### config.mk
export PLATFORM = sky130hd
export DESIGN_NAME = shot_clock_ctrl
export DESIGN_NICKNAME = d
export VERILOG_FILES = /design/src/rtl/shot_clock_pkg.sv /design/src/rtl/sc_tick_edge.sv /design/src/rtl/shot_clock_ctrl.sv
export SDC_FILE = /design/constraint.sdc
export NUM_CORES = 1
export LEC_CHECK = 0
export ABC_CLOCK_PERIOD_IN_PS = 2700
export BUFFER_PORTS_ARGS = -buffer_cell sky130_fd_sc_hd__buf_2
export CORE_MARGIN = 2
export CORE_UTILIZATION = 25
export CTS_BUF_LIST = sky130_fd_sc_hd__clkbuf_4 sky130_fd_sc_hd__clkbuf_8
export CTS_CLUSTER_SIZE = 16
export DETAILED_ROUTE_END_ITERATION = 12
export PLACE_DENSITY = 0.49
export SYNTH_ARGS = -nofsm -noshare
export SYNTH_HDL_FRONTEND = slang
export SYNTH_SLANG_ARGS = --single-unit
export TNS_END_PERCENT = 5
### constraint.sdc
create_clock -name clk -period 2.7 [get_ports clk]
set_clock_uncertainty 0.05 [all_clocks]
set_input_delay 0.81 -clock clk [delete_from_list [all_inputs] [get_ports clk]]
set_output_delay 0.81 -clock clk [all_outputs]
set_load 0.005 [all_outputs]
### src/rtl/shot_clock_pkg.sv
// Shared types and widths for the shot-clock sequencer.
package shot_clock_pkg;

  typedef enum logic [1:0] {
    IDLE    = 2'd0,
    RUN     = 2'd1,
    PAUSE   = 2'd2,
    EXPIRED = 2'd3
  } sc_state_t;

  localparam int SECS_W = 5;
  localparam int TNTH_W = 4;

endpackage

### src/rtl/sc_tick_edge.sv
// Turns the 10 ms toggle level into a one-cycle event per flip.
module sc_tick_edge (
  input  logic clk,
  input  logic reset_n,
  input  logic tick_toggle,
  output logic tick_ev
);

  logic tick_q;

  // Delay the toggle level by one clock so that a flip shows up as a difference.
  always_ff @(posedge clk or negedge reset_n) begin
    if (!reset_n) begin
      tick_q <= 1'b0;
    end else begin
      tick_q <= tick_toggle;
    end
  end

  assign tick_ev = tick_toggle ^ tick_q;

endmodule

### src/rtl/shot_clock_ctrl.sv
// Shot-clock sequencer: run/pause FSM, 10 ms sub counter, seconds.tenths
// register and the expiry horn.
// Build option: define SHOT_CLOCK_BUZZER_EN to drive the horn for BUZZ_TNTH
// tenths after expiry; otherwise buzzer is tied low.
module shot_clock_ctrl
  import shot_clock_pkg::*;
#(
  parameter int FULL_SECS      = 24,
  parameter int SHORT_SECS     = 14,
  parameter int TICKS_PER_TNTH = 10,
  parameter int BUZZ_TNTH      = 20
) (
  input  logic              clk,
  input  logic              reset_n,
  input  logic              tick_toggle,
  input  logic              start_pause,
  input  logic              reload24,
  input  logic              reload14,
  output logic [SECS_W-1:0] secs,
  output logic [TNTH_W-1:0] tenths,
  output logic              running,
  output logic              expired,
  output logic              buzzer
);

  localparam int SUB_W = (TICKS_PER_TNTH > 1) ? $clog2(TICKS_PER_TNTH) : 1;

  sc_state_t         state;
  logic [SUB_W-1:0]  sub;
  logic              tick_ev;
  logic              buzz_active;
  logic              reload_any;
  logic              r14_load;
  logic              sp_act;
  logic              cnt_en;
  logic              sub_wrap;
  logic              tenth_ev;
  logic              expire_now;

  sc_tick_edge u_tick_edge (
    .clk         (clk),
    .reset_n     (reset_n),
    .tick_toggle (tick_toggle),
    .tick_ev     (tick_ev)
  );

  // Remaining < SHORT_SECS.0 is equivalent to whole seconds below SHORT_SECS.
  assign reload_any = reload24 | reload14;
  assign r14_load   = reload14 & (secs < SECS_W'(SHORT_SECS));
  // A start/pause in EXPIRED is ignored, so it must not steal the tick either.
  assign sp_act     = start_pause & (state != EXPIRED);
  assign cnt_en     = (state == RUN) | ((state == EXPIRED) & buzz_active);
  assign sub_wrap   = (sub == SUB_W'(TICKS_PER_TNTH - 1));
  // Reloads and an accepted start/pause take precedence over the tick.
  assign tenth_ev   = cnt_en & tick_ev & sub_wrap & ~reload_any & ~sp_act;
  assign expire_now = tenth_ev & (state == RUN) &
                      (secs == '0) & (tenths == TNTH_W'(1));

  // Sub-tenth counter: advances on ticks while counting, frozen otherwise.
  always_ff @(posedge clk or negedge reset_n) begin
    if (!reset_n) begin
      sub <= '0;
    end else if (reload24 || r14_load) begin
      sub <= '0;
    end else if (reload14 || sp_act) begin
      sub <= sub;
    end else if (cnt_en && tick_ev) begin
      sub <= sub_wrap ? '0 : sub + SUB_W'(1);
    end
  end

  // Control FSM and the remaining-time register, all outputs registered.
  always_ff @(posedge clk or negedge reset_n) begin
    if (!reset_n) begin
      state   <= IDLE;
      secs    <= SECS_W'(FULL_SECS);
      tenths  <= '0;
      running <= 1'b0;
      expired <= 1'b0;
    end else if (reload_any) begin
      if (reload24) begin
        secs   <= SECS_W'(FULL_SECS);
        tenths <= '0;
      end else if (r14_load) begin
        secs   <= SECS_W'(SHORT_SECS);
        tenths <= '0;
      end
      if (state == EXPIRED) begin
        state   <= PAUSE;
        running <= 1'b0;
        expired <= 1'b0;
      end
    end else if (sp_act) begin
      case (state)
        IDLE, PAUSE: begin
          state   <= RUN;
          running <= 1'b1;
        end
        RUN: begin
          state   <= PAUSE;
          running <= 1'b0;
        end
        default: state <= state;
      endcase
    end else if (tenth_ev && (state == RUN)) begin
      if (tenths != '0) begin
        tenths <= tenths - TNTH_W'(1);
      end else if (secs != '0) begin
        tenths <= TNTH_W'(9);
        secs   <= secs - SECS_W'(1);
      end
      if (expire_now) begin
        state   <= EXPIRED;
        running <= 1'b0;
        expired <= 1'b1;
      end
    end
  end

`ifdef SHOT_CLOCK_BUZZER_EN
  localparam int BUZZ_W = $clog2(BUZZ_TNTH + 1);

  logic [BUZZ_W-1:0] buzz_cnt;

  // Horn: on at expiry, off after BUZZ_TNTH tenths or on any reload.
  always_ff @(posedge clk or negedge reset_n) begin
    if (!reset_n) begin
      buzzer   <= 1'b0;
      buzz_cnt <= '0;
    end else if (reload_any) begin
      buzzer   <= 1'b0;
      buzz_cnt <= '0;
    end else if (expire_now) begin
      buzzer   <= 1'b1;
      buzz_cnt <= '0;
    end else if (buzzer && tenth_ev) begin
      if (buzz_cnt == BUZZ_W'(BUZZ_TNTH - 1)) begin
        buzzer   <= 1'b0;
        buzz_cnt <= '0;
      end else begin
        buzz_cnt <= buzz_cnt + BUZZ_W'(1);
      end
    end
  end

  assign buzz_active = buzzer;
`else
  assign buzzer      = 1'b0;
  assign buzz_active = 1'b0;
`endif

endmodule

======== Yosys cells after proc, flatten, opt, wreduce, memory -nomap -nowiden ========
Cells that the tools add are included.
storage, ports and cells
  register bits ........................... 18
  input bits .............................. 6
  output and inout port bits .............. 12
  logic and storage cells ................. 91
cells by class
  $add $sub $neg .......................... 3
  order comparisons ....................... 1
  eq/ne operators ......................... 12
  multiplexer cells ....................... 34
  bitwise gates (word level) .............. 13
  reductions and logical operators ........ 21
operators by type and width
  cell                                                         count
  2-to-1 mux 4 bit                                             11
  2-to-1 mux 5 bit                                             7
  AND reduction 4 bit                                          3
  2-to-1 mux 2 bit                                             5
  bitwise AND 1 bit                                            9
  2-to-1 mux 1 bit                                             9
  nonzero test 3 bit                                           3
  != test 2 bit (second input constant)                        4
  nonzero test 2 bit                                           4
  logical NOT 5 bit                                            1
  less-than comparator 5 x 4 -> 1 bit (second input constant)  1
  AND reduction 5 bit                                          1
  nonzero test 5 bit                                           1
  subtractor 5 x 1 -> 5 bit (second input constant)            1
  adder 4 x 1 -> 4 bit (second input constant)                 1
  equality test 2 bit (second input constant)                  2
  equality test 4 x 1 -> 1 bit (second input constant)         1
  equality test 4 bit (second input constant)                  1
  != test 4 x 2 -> 1 bit (second input constant)               1
  case mux 2 bit (2 select lines)                              1
  nonzero test 4 bit                                           1
  subtractor 4 x 1 -> 4 bit (second input constant)            1
  != test 3 x 2 -> 1 bit (second input constant)               1
  equality test 2 x 1 -> 1 bit (second input constant)         1
  other kinds (10)                                             13

======== Depth between registers and ports, before layout ========
  depth in word-level cells ............... 12
  mapped depth ............................ 7
  gate-level depth less buffers ........... 7

======== By module ========
From an unflattened synthesis, not the netlist that was laid out.
unflattened totals
  cell total of the unflattened synthesis .. 123
  area, all modules ....................... 1177.4 µm²
modules (own cells, without submodules)
  module           times used  cells an instance  area each (µm²)  sequential area each (µm²)
  shot_clock_ctrl  1           121                1143.6           427.9
  sc_tick_edge     1           2                  33.8             25.0

======== Worst setup path after synthesis ========
OpenSTA, ideal clock, no wires.
  path type ............................... in2reg
  start ................................... in reload14
  end ..................................... reg tenths[0]
  library setup time ...................... 0.064 ns
  data arrival time ....................... 1.964 ns
  required time ........................... 2.586 ns
  path slack .............................. 0.622 ns
  cell stages on the path ................. 5
  buffers on the path ..................... 0
  cell sequence ........................... nor4b_4 -> nand3_2 -> a211o_1 -> a211oi_1 -> a21o_1
between the ends
  cells in the longest elaborated chain, start to end .. 7
  elaborated cells between the ends (all ways) .. 12
  classes of those cells .................. 2 x eq/ne; 1 x mux; 5 x bitwise; 4 x reduce/logical
RTL lines
  element                          RTL line                source
  start, declared                  shot_clock_ctrl.sv:18   input logic reload14,
  OR 1 bit                         shot_clock_ctrl.sv:48   assign reload_any = reload24 | reload14;
  inverter 1 bit                   shot_clock_ctrl.sv:55   assign tenth_ev = cnt_en & tick_ev & sub_wrap & ~reload_any & ~sp_act;
  bitwise AND 1 bit (2 in series)  shot_clock_ctrl.sv:55
  logical AND 1 bit                shot_clock_ctrl.sv:105  end else if (tenth_ev && (state == RUN)) begin
  nonzero test 2 bit (no line)     -
  AND reduction 4 bit (no line)    -
  end signal, assigned             shot_clock_ctrl.sv:107  tenths <= tenths - TNTH_W'(1);
  end, declared                    shot_clock_ctrl.sv:20   output logic [TNTH_W-1:0] tenths,
Parallel ways exist; a longest one is shown, timed or not.
A chain may end at the register's enable or synchronous reset.

======== Worst setup path in the final report ========
  start ................................... in reload14
  end ..................................... reg secs[1]
between the ends
  cells in the longest elaborated chain, start to end .. 7
  elaborated cells between the ends (all ways) .. 13
  classes of those cells .................. 3 x eq/ne; 1 x mux; 5 x bitwise; 4 x reduce/logical
RTL lines
  element                          RTL line                source
  OR 1 bit                         shot_clock_ctrl.sv:48
  inverter 1 bit                   shot_clock_ctrl.sv:55
  bitwise AND 1 bit (2 in series)  shot_clock_ctrl.sv:55
  logical AND 1 bit                shot_clock_ctrl.sv:105
  nonzero test 2 bit (no line)     -
  AND reduction 5 bit (no line)    -
  end signal, assigned             shot_clock_ctrl.sv:76   secs <= SECS_W'(FULL_SECS);
  end signal, assigned             shot_clock_ctrl.sv:82   secs <= SECS_W'(FULL_SECS);
  end signal, assigned             shot_clock_ctrl.sv:110  secs <= secs - SECS_W'(1);
  end, declared                    shot_clock_ctrl.sv:19   output logic [SECS_W-1:0] secs,
Parallel ways exist; a longest one is shown, timed or not.

==> out/summary.md <==
• **post-synthesis instance total** 113
• **status** finished clean
• **register cell area after layout** 453 um2
• **effective utilization at floorplan** 26.5%
• **antenna violations before repair** 0
• **chip width** 69.8 um
• **synth cell count leaders** 16 x sky130_fd_sc_hd__dfrtp_1, 13 x sky130_fd_sc_hd__nor2_1, 9 x sky130_fd_sc_hd__inv_1, 7 x sky130_fd_sc_hd__ha_1
• **Worst EP arrival** 2.20 ns
• **Buf+Inv Stages, Crit Path** 1
• **pin count of the biggest net entering global routing** 19
• **antenna fix cells** 0
• **Critical Path Fanout Max** 8
• **warning count from the yosys run** 0
• **sequential element share of the synthesized area** 41.8%
• **TritonCTS clock tree** built
• **Synth Area in Adders** 8.09%
• **worst setup path class** input pin to flip-flop
• **Post-Route Setup TNS** 0 ns
• **post-CTS setup buffers** 0
• **detailed router's first-iteration violation count** 21
• **dpl hpwl** 1690 um
• **max-slew violations** 0
• **Worst path max stage delay** 0.37 ns
• **maximum clock frequency** 477 MHz
• **minimum period implied by the final worst setup slack** 2.10 ns
• **detailed-router iteration count before antenna repair** 4
• **post-layout utilization of the core** 31.0%
• **CTS Buf Count** 3
• **number of enable-type register cells in the synthesized netlist** 0
• **fraction of synthesized cell area taken by the top area cell type** 37.0%
• **grt total ovfl** 0
• **type of element launching the critical path** input pin
• **clock transition time at the flip-flop clock pins of the worst setup and hold paths** 0.08 ns
• **number of synthesized register bits** 18
• **IR drop worst, VDD** 195 uV
• **number of buffers inserted by port buffering** 16
• **Post-Synthesis Net Count** 126
• **maxcap violations** 0
• **top area cells in the synthesized netlist** sky130_fd_sc_hd__dfrtp_1 37%, sky130_fd_sc_hd__ha_1 8.1%, sky130_fd_sc_hd__dfstp_2 4.9%, sky130_fd_sc_hd__nor2_1 4.5%, sky130_fd_sc_hd__inv_1 3.1%
• **source-to-sink clock delay at the later pin of the worst-skew pair** 0.25 ns
• **final weighted congestion in routability-driven placement** 0.750
• **global-route total usage across every layer** 9.70%
• **area enclosed by the die boundary** 4870 um2
• **cell area after synthesis** 1080 um2
• **Max stage delay cell, worst path** sky130_fd_sc_hd__nor3_4
• **Req. time, crit path** 2.80 ns
• **final hold vios** 0
• **worst path cell trace** buf_2, nor4b_4, nand3_2, nor3_4, o21bai_1, a221oi_1
• **largest family of logic cells by synthesized area** simple AND/OR/NAND/NOR gates
• **simple logic cell fraction of the synthesized area** 22.9%
• **Bufs on Longest Clock Path** 2
• **Hold Buf Count CTS** 0
• **post-CTS sizing** 0
• **clock sink count** 18
• **post-route clock period utilization** 77.7%
• **ys flop type** sky130_fd_sc_hd__dfrtp_1
• **count of distinct cell types in the synthesized netlist** 41
• **num ports** 18
• **asr flop ratio synth** 100%
• **crit path capture type** flip-flop
• **via count of the first global-routing pass** 856
• **cell chosen for the clock root** sky130_fd_sc_hd__clkbuf_8
• **RSZ-0062 raised after global routing** false
• **area of the placeable core** 4090 um2
• **number of rows in the core area** 23
• **maximum level of the CTS H-tree** 1
• **portion of netlist area occupied by mux cells** 1.85%
• **number of fill cells** 423
• **DRT Wirelength** 2300 um
• **detailed-route vias per instance** 4.93
• **global-route wire length before repair** 3950 um
• **power density over cell area** 561 nW/um2
• **ratio of cells with drive above 1 in the final layout** 22.1%
• **area growth from synthesis to final layout** 17.2%
• **floorplan die height** 69.8 um
• **most repeated cell in the gate-level netlist after synthesis** sky130_fd_sc_hd__dfrtp_1
• **path category of the worst min-delay check** flip-flop to flip-flop
• **average instance area after synthesis** 9.58 um2
• **Leak Pwr** 0.000570 uW
• **dominant cell type by area after synthesis** sky130_fd_sc_hd__dfrtp_1
• **final setup vio count** 0
• **complex-gate fraction of the synthesized area** 19.2%
• **post-synthesis share of cell area spent on xor and xnor gates** 1.62%
• **remaining design rule violation count** 0
• **family with the most delay on the worst path** simple AND/OR/NAND/NOR gates
• **Multi-input gate area** 584 um2
• **number of nets in the layout** 145
• **average wire per cell in the routed design** 12.7 um
• **total vias in the final route** 893
• **remaining antenna violation count** 0
==> power by group <==
group | switching (uW) | internal (uW)
registers | 41.1 | 303
logic | 78.3 | 65.7
clock network | 94.7 | 129
total | 214 | 498
==> metrics by stage <==
stage          worst slack [ns]  cell area (um2)  total power (uW)  hold WS, ns  std cells
3_5_place_dp              0.318             1210               494        0.412        177
3_3_place_gp              0.342             1210               492        0.422        177
6_report                  0.602             1270               712        0.423        181
2_1_floorplan             0.622             1080               440        0.417        113
5_1_grt                   0.434             1270               762        0.467        181
4_1_cts                   0.593             1270               721        0.429        181
==> path summary, 6_finish.rpt <==
check	cells after the start	slack (ns)	end	startpoint
setup reg to reg	7	0.61	tenths[3]	tenths[0]
max in group asynchronous	1	1.82	secs[4]	reset_n
hold reg to reg	1	0.42	expired	expired
setup / recovery	6	0.60	secs[1]	reload14
hold / removal	1	0.42	expired	expired
min in group asynchronous	1	0.44	secs[0]	reset_n
==> routing by layer <==
| layer | GRT usage (%) | part of all wire [%] |
|---|---|---|
| met2 | 15.7 | 46 |
| met5 | 0 | 0 |
| met3 | 1.45 | 2.5 |
| met1 | 13.2 | 51 |
| met4 | 3.21 | 0.61 |
==> sequential cells by signal, indices dropped and copies added, names as in the netlist <==
signal,flops
u_tick_edge.tick_q,1
expired,1
secs,5
tenths,4
state,2
running,1
sub,4
==> worst register-to-register path, stage by stage, from the launching register on <==
cell and delay (ns):
sky130_fd_sc_hd__dfrtp_1 0.44, sky130_fd_sc_hd__inv_1 0.10, sky130_fd_sc_hd__ha_1 0.16, sky130_fd_sc_hd__or3b_2 0.52
sky130_fd_sc_hd__nor3b_1 0.20, sky130_fd_sc_hd__a211o_1 0.24, sky130_fd_sc_hd__nor3_1 0.08, sky130_fd_sc_hd__o22a_1 0.19
==> final cells by class <==
class                   count  area share, %
multi-input cells          84           46.1
inverters                   9           2.66
clock buffers               4           4.34
well taps                  50           4.93
flip-flops and latches     18           35.7
repair buffers             16           6.31
==> cells in the final DEF, fill, tap and decap left out, types with 4 or more instances in the layout <==
master and n:
sky130_fd_sc_hd__buf_2 16, sky130_fd_sc_hd__nand3_1 4, sky130_fd_sc_hd__nand2_1 6, sky130_fd_sc_hd__clkbuf_8 4
sky130_fd_sc_hd__ha_1 7, sky130_fd_sc_hd__a21oi_1 5, sky130_fd_sc_hd__inv_1 9, sky130_fd_sc_hd__dfrtp_1 16
sky130_fd_sc_hd__a21o_1 4, sky130_fd_sc_hd__nor2_1 13, sky130_fd_sc_hd__o21ai_0 6
==> kinds of logic after synthesis <==
family,Yosys count
adder cells (fa/ha/maj),7
flip-flops,18
multiplexers,2
AO/OA/AOI/OAI,31
AND/OR/NAND/NOR,41
other,1
buffers and inverters,11
XOR/XNOR,2
Note: power is estimated with default switching activity, not from simulation.
